`src/rtl/led_modes_pkg.sv`:
```
// ---------------------------------------------------------------------------
// led_modes_pkg
// Shared types and helpers for the LED mode sequencer.
//   mode_t         : the six display modes, SHIFTER=0 .. PINGPONG=5
//   NUM_MODES      : number of modes
//   MAX_LED_W      : widest LED bank the pattern helper can describe
//   entry_pattern  : pattern loaded into the LED bank when a mode is entered
//   next_mode /
//   prev_mode      : cyclic mode stepping in both directions
// ---------------------------------------------------------------------------
package led_modes_pkg;

    typedef enum logic [2:0] {
        SHIFTER  = 3'd0,
        COUNTER  = 3'd1,
        FIVES    = 3'd2,
        BLINK    = 3'd3,
        INV_CNT  = 3'd4,
        PINGPONG = 3'd5
    } mode_t;

    localparam int NUM_MODES = 6;
    localparam int MAX_LED_W = 64;

    // Returned wide; callers truncate to their own LED width.
    function automatic logic [MAX_LED_W-1:0] entry_pattern(input mode_t m, input int width);
        logic [MAX_LED_W-1:0] p;
        p = '0;
        for (int i = 0; i < MAX_LED_W; i++) begin
            unique case (m)
                SHIFTER:         p[i] = (i < (width / 2 + 1));
                FIVES:           p[i] = (i < width) && ((i % 2) == 0);
                BLINK, INV_CNT:  p[i] = (i < width);
                PINGPONG:        p[i] = (i == 0);
                default:         p[i] = 1'b0;
            endcase
        end
        return p;
    endfunction

    function automatic mode_t next_mode(input mode_t m);
        if (m == mode_t'(3'(NUM_MODES - 1))) return SHIFTER;
        return mode_t'(m + 3'd1);
    endfunction

    function automatic mode_t prev_mode(input mode_t m);
        if (m == SHIFTER) return mode_t'(3'(NUM_MODES - 1));
        return mode_t'(m - 3'd1);
    endfunction

endpackage

```
`src/rtl/btn_debounce.sv`:
```
// ---------------------------------------------------------------------------
// btn_debounce
// Raw button conditioning: 2-flop synchroniser, level debouncer and a
// one-cycle press pulse on each accepted 0->1 level change.
// Optional autorepeat (macro BTN_AUTOREPEAT_EN): while the debounced level
// stays high, a further pulse is issued CLK_FREQ cycles after the first one
// and then every CLK_FREQ/4 cycles.
// Ports:
//   clk_i    system clock
//   rst_n_i  synchronous active-low reset
//   btn_i    raw asynchronous button, active-high
//   press_o  registered one-cycle press pulse
// ---------------------------------------------------------------------------
module btn_debounce #(
`ifdef BTN_AUTOREPEAT_EN
    parameter int CLK_FREQ        = 25_000_000,
`endif
    parameter int DEBOUNCE_CYCLES = 500_000
) (
    input  logic clk_i,
    input  logic rst_n_i,
    input  logic btn_i,
    output logic press_o
);

    localparam int DB_W = $clog2(DEBOUNCE_CYCLES + 1);

    logic            sync1_q, sync2_q;
    logic [DB_W-1:0] db_cnt_q;
    logic            stable_q, stable_dly_q;
    logic            press_q;
    logic            rise_c, rep_hit_c;

    assign rise_c = stable_q & ~stable_dly_q;

    always_ff @(posedge clk_i) begin
        if (!rst_n_i) begin
            sync1_q      <= 1'b0;
            sync2_q      <= 1'b0;
            db_cnt_q     <= '0;
            stable_q     <= 1'b0;
            stable_dly_q <= 1'b0;
            press_q      <= 1'b0;
        end else begin
            sync1_q <= btn_i;
            sync2_q <= sync1_q;
            // Any sample agreeing with the accepted level restarts the count.
            if (sync2_q != stable_q) begin
                if (db_cnt_q == DB_W'(DEBOUNCE_CYCLES - 1)) begin
                    stable_q <= sync2_q;
                    db_cnt_q <= '0;
                end else begin
                    db_cnt_q <= db_cnt_q + DB_W'(1);
                end
            end else begin
                db_cnt_q <= '0;
            end
            stable_dly_q <= stable_q;
            press_q      <= rise_c | rep_hit_c;
        end
    end

`ifdef BTN_AUTOREPEAT_EN
    localparam int RP_W = $clog2(CLK_FREQ + 1);

    logic [RP_W-1:0] rep_cnt_q;
    logic            repeating_q;

    // rep_cnt_q equals the number of cycles since the last emitted pulse.
    assign rep_hit_c = stable_q &&
        (rep_cnt_q == (repeating_q ? RP_W'(CLK_FREQ / 4) : RP_W'(CLK_FREQ)));

    always_ff @(posedge clk_i) begin
        if (!rst_n_i || !stable_q) begin
            rep_cnt_q   <= '0;
            repeating_q <= 1'b0;
        end else if (rep_hit_c) begin
            rep_cnt_q   <= RP_W'(1);
            repeating_q <= 1'b1;
        end else begin
            rep_cnt_q   <= rep_cnt_q + RP_W'(1);
        end
    end
`else
    assign rep_hit_c = 1'b0;
`endif

    assign press_o = press_q;

endmodule

```
`src/rtl/led_mode_sequencer.sv`:
```
// ---------------------------------------------------------------------------
// led_mode_sequencer
// LED pattern player with six display modes, stepped by a speed-selectable
// tick. Debounced next/prev buttons cycle the modes in both directions.
// Optional macro BTN_AUTOREPEAT_EN enables button autorepeat in btn_debounce.
// Ports:
//   clk       system clock
//   rst_n     synchronous active-low reset
//   btn_next  raw button, active-high: next mode
//   btn_prev  raw button, active-high: previous mode
//   speed     step period = (CLK_FREQ/2) >> speed cycles
//   leds      registered LED pattern
//   mode      current mode (mode_t encoding)
//   tick      one-cycle pulse on each pattern step
// ---------------------------------------------------------------------------
module led_mode_sequencer
    import led_modes_pkg::*;
#(
    parameter int CLK_FREQ        = 25_000_000,
    parameter int LED_WIDTH       = 8,
    parameter int DEBOUNCE_CYCLES = CLK_FREQ / 50
) (
    input  logic                 clk,
    input  logic                 rst_n,
    input  logic                 btn_next,
    input  logic                 btn_prev,
    input  logic [1:0]           speed,
    output logic [LED_WIDTH-1:0] leds,
    output logic [2:0]           mode,
    output logic                 tick
);

    localparam int HALF   = CLK_FREQ / 2;
    localparam int TCNT_W = $clog2(HALF + 1);

    logic                 next_p, prev_p;
    logic [TCNT_W-1:0]    tcnt_q, period_c;
    logic                 step_c, tick_c, mode_chg_c;
    mode_t                mode_q, mode_d;
    logic [LED_WIDTH-1:0] leds_q;
    logic                 dir_up_q;
    logic                 tick_q;

    btn_debounce #(
`ifdef BTN_AUTOREPEAT_EN
        .CLK_FREQ        (CLK_FREQ),
`endif
        .DEBOUNCE_CYCLES (DEBOUNCE_CYCLES)
    ) u_btn_next (
        .clk_i   (clk),
        .rst_n_i (rst_n),
        .btn_i   (btn_next),
        .press_o (next_p)
    );

    btn_debounce #(
`ifdef BTN_AUTOREPEAT_EN
        .CLK_FREQ        (CLK_FREQ),
`endif
        .DEBOUNCE_CYCLES (DEBOUNCE_CYCLES)
    ) u_btn_prev (
        .clk_i   (clk),
        .rst_n_i (rst_n),
        .btn_i   (btn_prev),
        .press_o (prev_p)
    );

    // Opposite presses in the same cycle cancel out.
    assign mode_chg_c = next_p ^ prev_p;

    always_comb begin
        mode_d = mode_q;
        if (next_p && !prev_p)      mode_d = next_mode(mode_q);
        else if (prev_p && !next_p) mode_d = prev_mode(mode_q);
    end

    // Tick generator: >= lets a shortened period take effect immediately.
    assign period_c = TCNT_W'(HALF) >> speed;
    assign step_c   = (tcnt_q >= period_c - TCNT_W'(1));
    assign tick_c   = step_c & ~mode_chg_c;

    always_ff @(posedge clk) begin
        if (!rst_n || mode_chg_c || step_c) tcnt_q <= '0;
        else                                tcnt_q <= tcnt_q + TCNT_W'(1);
    end

    // Mode FSM and pattern datapath; a mode change overrides a coincident step.
    always_ff @(posedge clk) begin
        if (!rst_n) begin
            mode_q   <= SHIFTER;
            leds_q   <= LED_WIDTH'(entry_pattern(SHIFTER, LED_WIDTH));
            dir_up_q <= 1'b1;
            tick_q   <= 1'b0;
        end else begin
            tick_q <= tick_c;
            if (mode_chg_c) begin
                mode_q   <= mode_d;
                leds_q   <= LED_WIDTH'(entry_pattern(mode_d, LED_WIDTH));
                dir_up_q <= 1'b1;
            end else if (tick_c) begin
                unique case (mode_q)
                    SHIFTER, FIVES: leds_q <= {leds_q[LED_WIDTH-2:0], leds_q[LED_WIDTH-1]};
                    COUNTER:        leds_q <= leds_q + LED_WIDTH'(1);
                    BLINK:          leds_q <= ~leds_q;
                    INV_CNT:        leds_q <= leds_q - LED_WIDTH'(1);
                    PINGPONG: begin
                        // Reverse on the tick after reaching an end bit.
                        if (dir_up_q) begin
                            if (leds_q[LED_WIDTH-1]) begin
                                leds_q   <= leds_q >> 1;
                                dir_up_q <= 1'b0;
                            end else begin
                                leds_q <= leds_q << 1;
                            end
                        end else begin
                            if (leds_q[0]) begin
                                leds_q   <= leds_q << 1;
                                dir_up_q <= 1'b1;
                            end else begin
                                leds_q <= leds_q >> 1;
                            end
                        end
                    end
                    default:        leds_q <= leds_q;
                endcase
            end
        end
    end

    assign leds = leds_q;
    assign mode = mode_q;
    assign tick = tick_q;

endmodule

```
`config.mk`:
```
export PLATFORM = sky130hd
export DESIGN_NAME = led_mode_sequencer
export DESIGN_NICKNAME = d
export VERILOG_FILES = /design/src/rtl/led_modes_pkg.sv /design/src/rtl/btn_debounce.sv /design/src/rtl/led_mode_sequencer.sv
export SDC_FILE = /design/constraint.sdc
export NUM_CORES = 1
export LEC_CHECK = 0
export CAP_MARGIN = 20
export CORE_ASPECT_RATIO = 1.5
export CORE_MARGIN = 5
export CORE_UTILIZATION = 30
export DETAILED_ROUTE_END_ITERATION = 8
export GPL_ROUTABILITY_DRIVEN = 0
export GPL_TIMING_DRIVEN = 0
export PLACE_DENSITY_LB_ADDON = 0.05
export REMOVE_ABC_BUFFERS = 1
export SLEW_MARGIN = 0
export SYNTH_ARGS = -nofsm -noshare
export SYNTH_HDL_FRONTEND = slang
export SYNTH_SLANG_ARGS = --single-unit
export TNS_END_PERCENT = 100
```
`constraint.sdc`:
```
create_clock -name clk -period 3.3 [get_ports clk]
set_clock_uncertainty 0.05 [all_clocks]
set_input_delay 0.66 -clock clk [delete_from_list [all_inputs] [get_ports clk]]
set_output_delay 0.66 -clock clk [all_outputs]
set_load 0.02 [all_outputs]
```
==> metrics <==
Fin. Hold Viols=0; DR pass1 iterations=5; number of CTS-inserted buffers=9; CP top delay family=buffers and inverters; WHS=0.3337 ns; Reg-to-Reg End=leds[7]; period utilization=between 90% and 100%; worst hold path depth=1; Max Root-Sink Buffers=2; Crit. Startpoint=speed[1]; fin nets=640; Total Power=roughly 2.1 mW; worst hold path class=reg -> reg; Leak=2.036 nW; post-route ant nets=0; Yosys top cell area share=33.81%; H-tree levels=3; Top-Level Pins=18; CP Launch Type=primary input; multi-input combinational cell area=roughly 3200 um^2; Avg Vias per Cell=5.027; die width=approximately 120 um; Final Util=a little over a third; Worst-path clk slew=0.07 ns; final setup violation count=0; Post-Route WL=11.68 mm; most numerous cell in the Yosys netlist=dfxtp_1; Post-synth EDFFs=0; CP cell instances=clkdlybuf4s50_1, nor2_4, inv_1, ha_1, a2111oi_2, o21ai_1, a21oi_2, buf_4, a211oi_4, buf_4, o2111a_1, or4_1; initial drt markers=180; Max Cap Viol=0; main flop type after synthesis=dfxtp_1; cell mode on critical path=buf_4; Async SR Flop Fraction=0%; crit path time final=3.150 ns; Root Buffer Master=clkbuf_16; register area=1702 um^2; Peak VDD IR=roughly 0.00021 V; Mapped Area=5034 um^2; CP Class=in -> reg; Die Y=between 150 and 200 um; R2R setup slack=~0.30 ns; RSZ-0062 raised after global routing=no; die area=between 15000 and 20000 um^2; sequential cell area fraction in the yosys report=between 30% and 40%; Hold Buf Count CTS=0; first-pass GRT wire length=19.56 mm; Worst EP required=3.48 ns; share of layout cells above drive strength 1=about 11%; number of synthesized register bits=85; Port-buffer cells=17; Min-Delay Endpoint=u_btn_prev.press_o; Slew HR=between 40 and 50%; f_max=317.5 MHz; slowest CP cell=clkdlybuf4s50_1; # rows=58; Setup TNS=0 ns; pwr dens=367.6 nW/um^2; gr usage total=about an eighth; core box area=approximately 17000 um^2; HPWL Detailed=approximately 8.3 mm; CP max FO=4; Hold Path Origin=u_btn_prev.stable_dly_q; n_diodes=0; Distinct cells, synth=74; Tightest Pin Transition=0.8303 ns; Clk Latency, worst-skew pair=about 0.35 ns; Layout area overhead=15.44%; worst r2r src=mode[2]; Max Slew Vio Count=0; routed vias=slightly above 4k; starting density of the core=a little under a third; biggest area consumer among synthesized cells=dfxtp_1; top post-synthesis cells by area=dfxtp_1 (34%), ha_1 (8.2%), xor2_1 (6.4%); Syn Inst Count=582; max incr delay on CP=approximately 0.50 ns; DR WL/cell=around 14 um; largest net degree at the start of global routing=24; GRT overflow=0; initial antenna violation count=0; Ys Warns=0; Buf/Inv on CP=4; status=finished, final reports clean; R2R depth=8; Post-route DRC=0; filler cell count=approximately 1.7k; vias in the first global route=around 4.0k; Worst Path Arrival=roughly 3.3 ns; nature of the critical path endpoint=flip-flop; CTS tree=yes; clock sink count=85; commonest cells in the netlist=dfxtp_1 (85), nor2_1 (84), xor2_1 (37), nand2_1 (34), ha_1 (33); syn_area_per_cell=roughly 8.6 um^2
[cells in the final DEF (no fill, tap or decap), types with 13 or more instances in the layout]
master and instances:
a21oi_1 13, clkdlybuf4s50_1 16, dfxtp_1 85, ha_1 33, inv_1 22, nand2_1 34
nand3_1 28, nand4_1 14, nor2_1 82, nor2_4 20, o21ai_0 22, xnor2_1 27
xor2_1 37
[metrics by stage]
stage / setup WS (ns) / cell area (um^2) / instances
2_1_floorplan: 0.2984 / 4917 / 561
3_3_place_gp: -0.9913 / 5350 / 788
3_5_place_dp: -1.040 / 5350 / 788
4_1_cts: 0.0004037 / 5731 / 809
5_1_grt: 0.003692 / 5811 / 815
6_report: 0.1505 / 5811 / 815
[timing repair]
action / in CTS / in global routing
gates cloned: 1 / 0
buffers inserted: 4 / 6
pin swaps: 4 / 2
endpoints found under the setup margin: 32 / 32
gates resized for setup: 8 / 5
[registers in the layout, summed over array words and instances (netlist names), 3 cells and up]
name                 count
leds                     8
mode                     3
tcnt_q                  24
u_btn_prev.db_cnt_q     19
u_btn_next.db_cnt_q     19
[cell families after synthesis]
group	count (synthesis)	share of synthesized area [%]
AO/OA/AOI/OAI	94	13.52
XOR/XNOR	64	11.14
adder cells (fa/ha/maj)	34	8.601
buffers and inverters	46	4.176
flip-flops	85	33.81
multiplexers	4	0.7955
other	2	0.1492
AND/OR/NAND/NOR	253	27.81
[cell type report]
cell class,instances,share of cell area [%]
Sequential cell,85,29.29
Clock buffer,9,3.876
Tap cell,210,4.522
Inverter,23,1.486
Multi-Input combinational cell,454,54.93
Clock inverter,7,1.270
Timing Repair Buffer,27,4.630
[metal layers]
layer	share of wire, %	vias up	routed length (um)	GRT usage (%)
li1	-	2094	-	-
met1	44	1933	5103	14.83
met2	51	58	6013	21.42
met3	3.0	12	356	3.541
met4	1.8	0	206	4.594
met5	0	-	0	0
[worst max path at each step]
stage / to / cells past startpoint
2_1_floorplan: leds[0] / 9
3_3_place_gp: leds[3] / 10
3_5_place_dp: leds[3] / 10
4_1_cts: tcnt_q[19] / 10
5_1_grt: leds[0] / 13
6_report: leds[0] / 12
[power by group]
part,total [mW],internal (mW),switching [mW],leakage (nW)
Clock,1.02,0.537,0.486,0.148
Combinational,0.0759,0.0289,0.0470,1.20
Sequential,1.04,1.03,0.00526,0.686
Total,2.14,1.60,0.538,2.04
No activity file was read; power rests on OpenSTA's default activity.
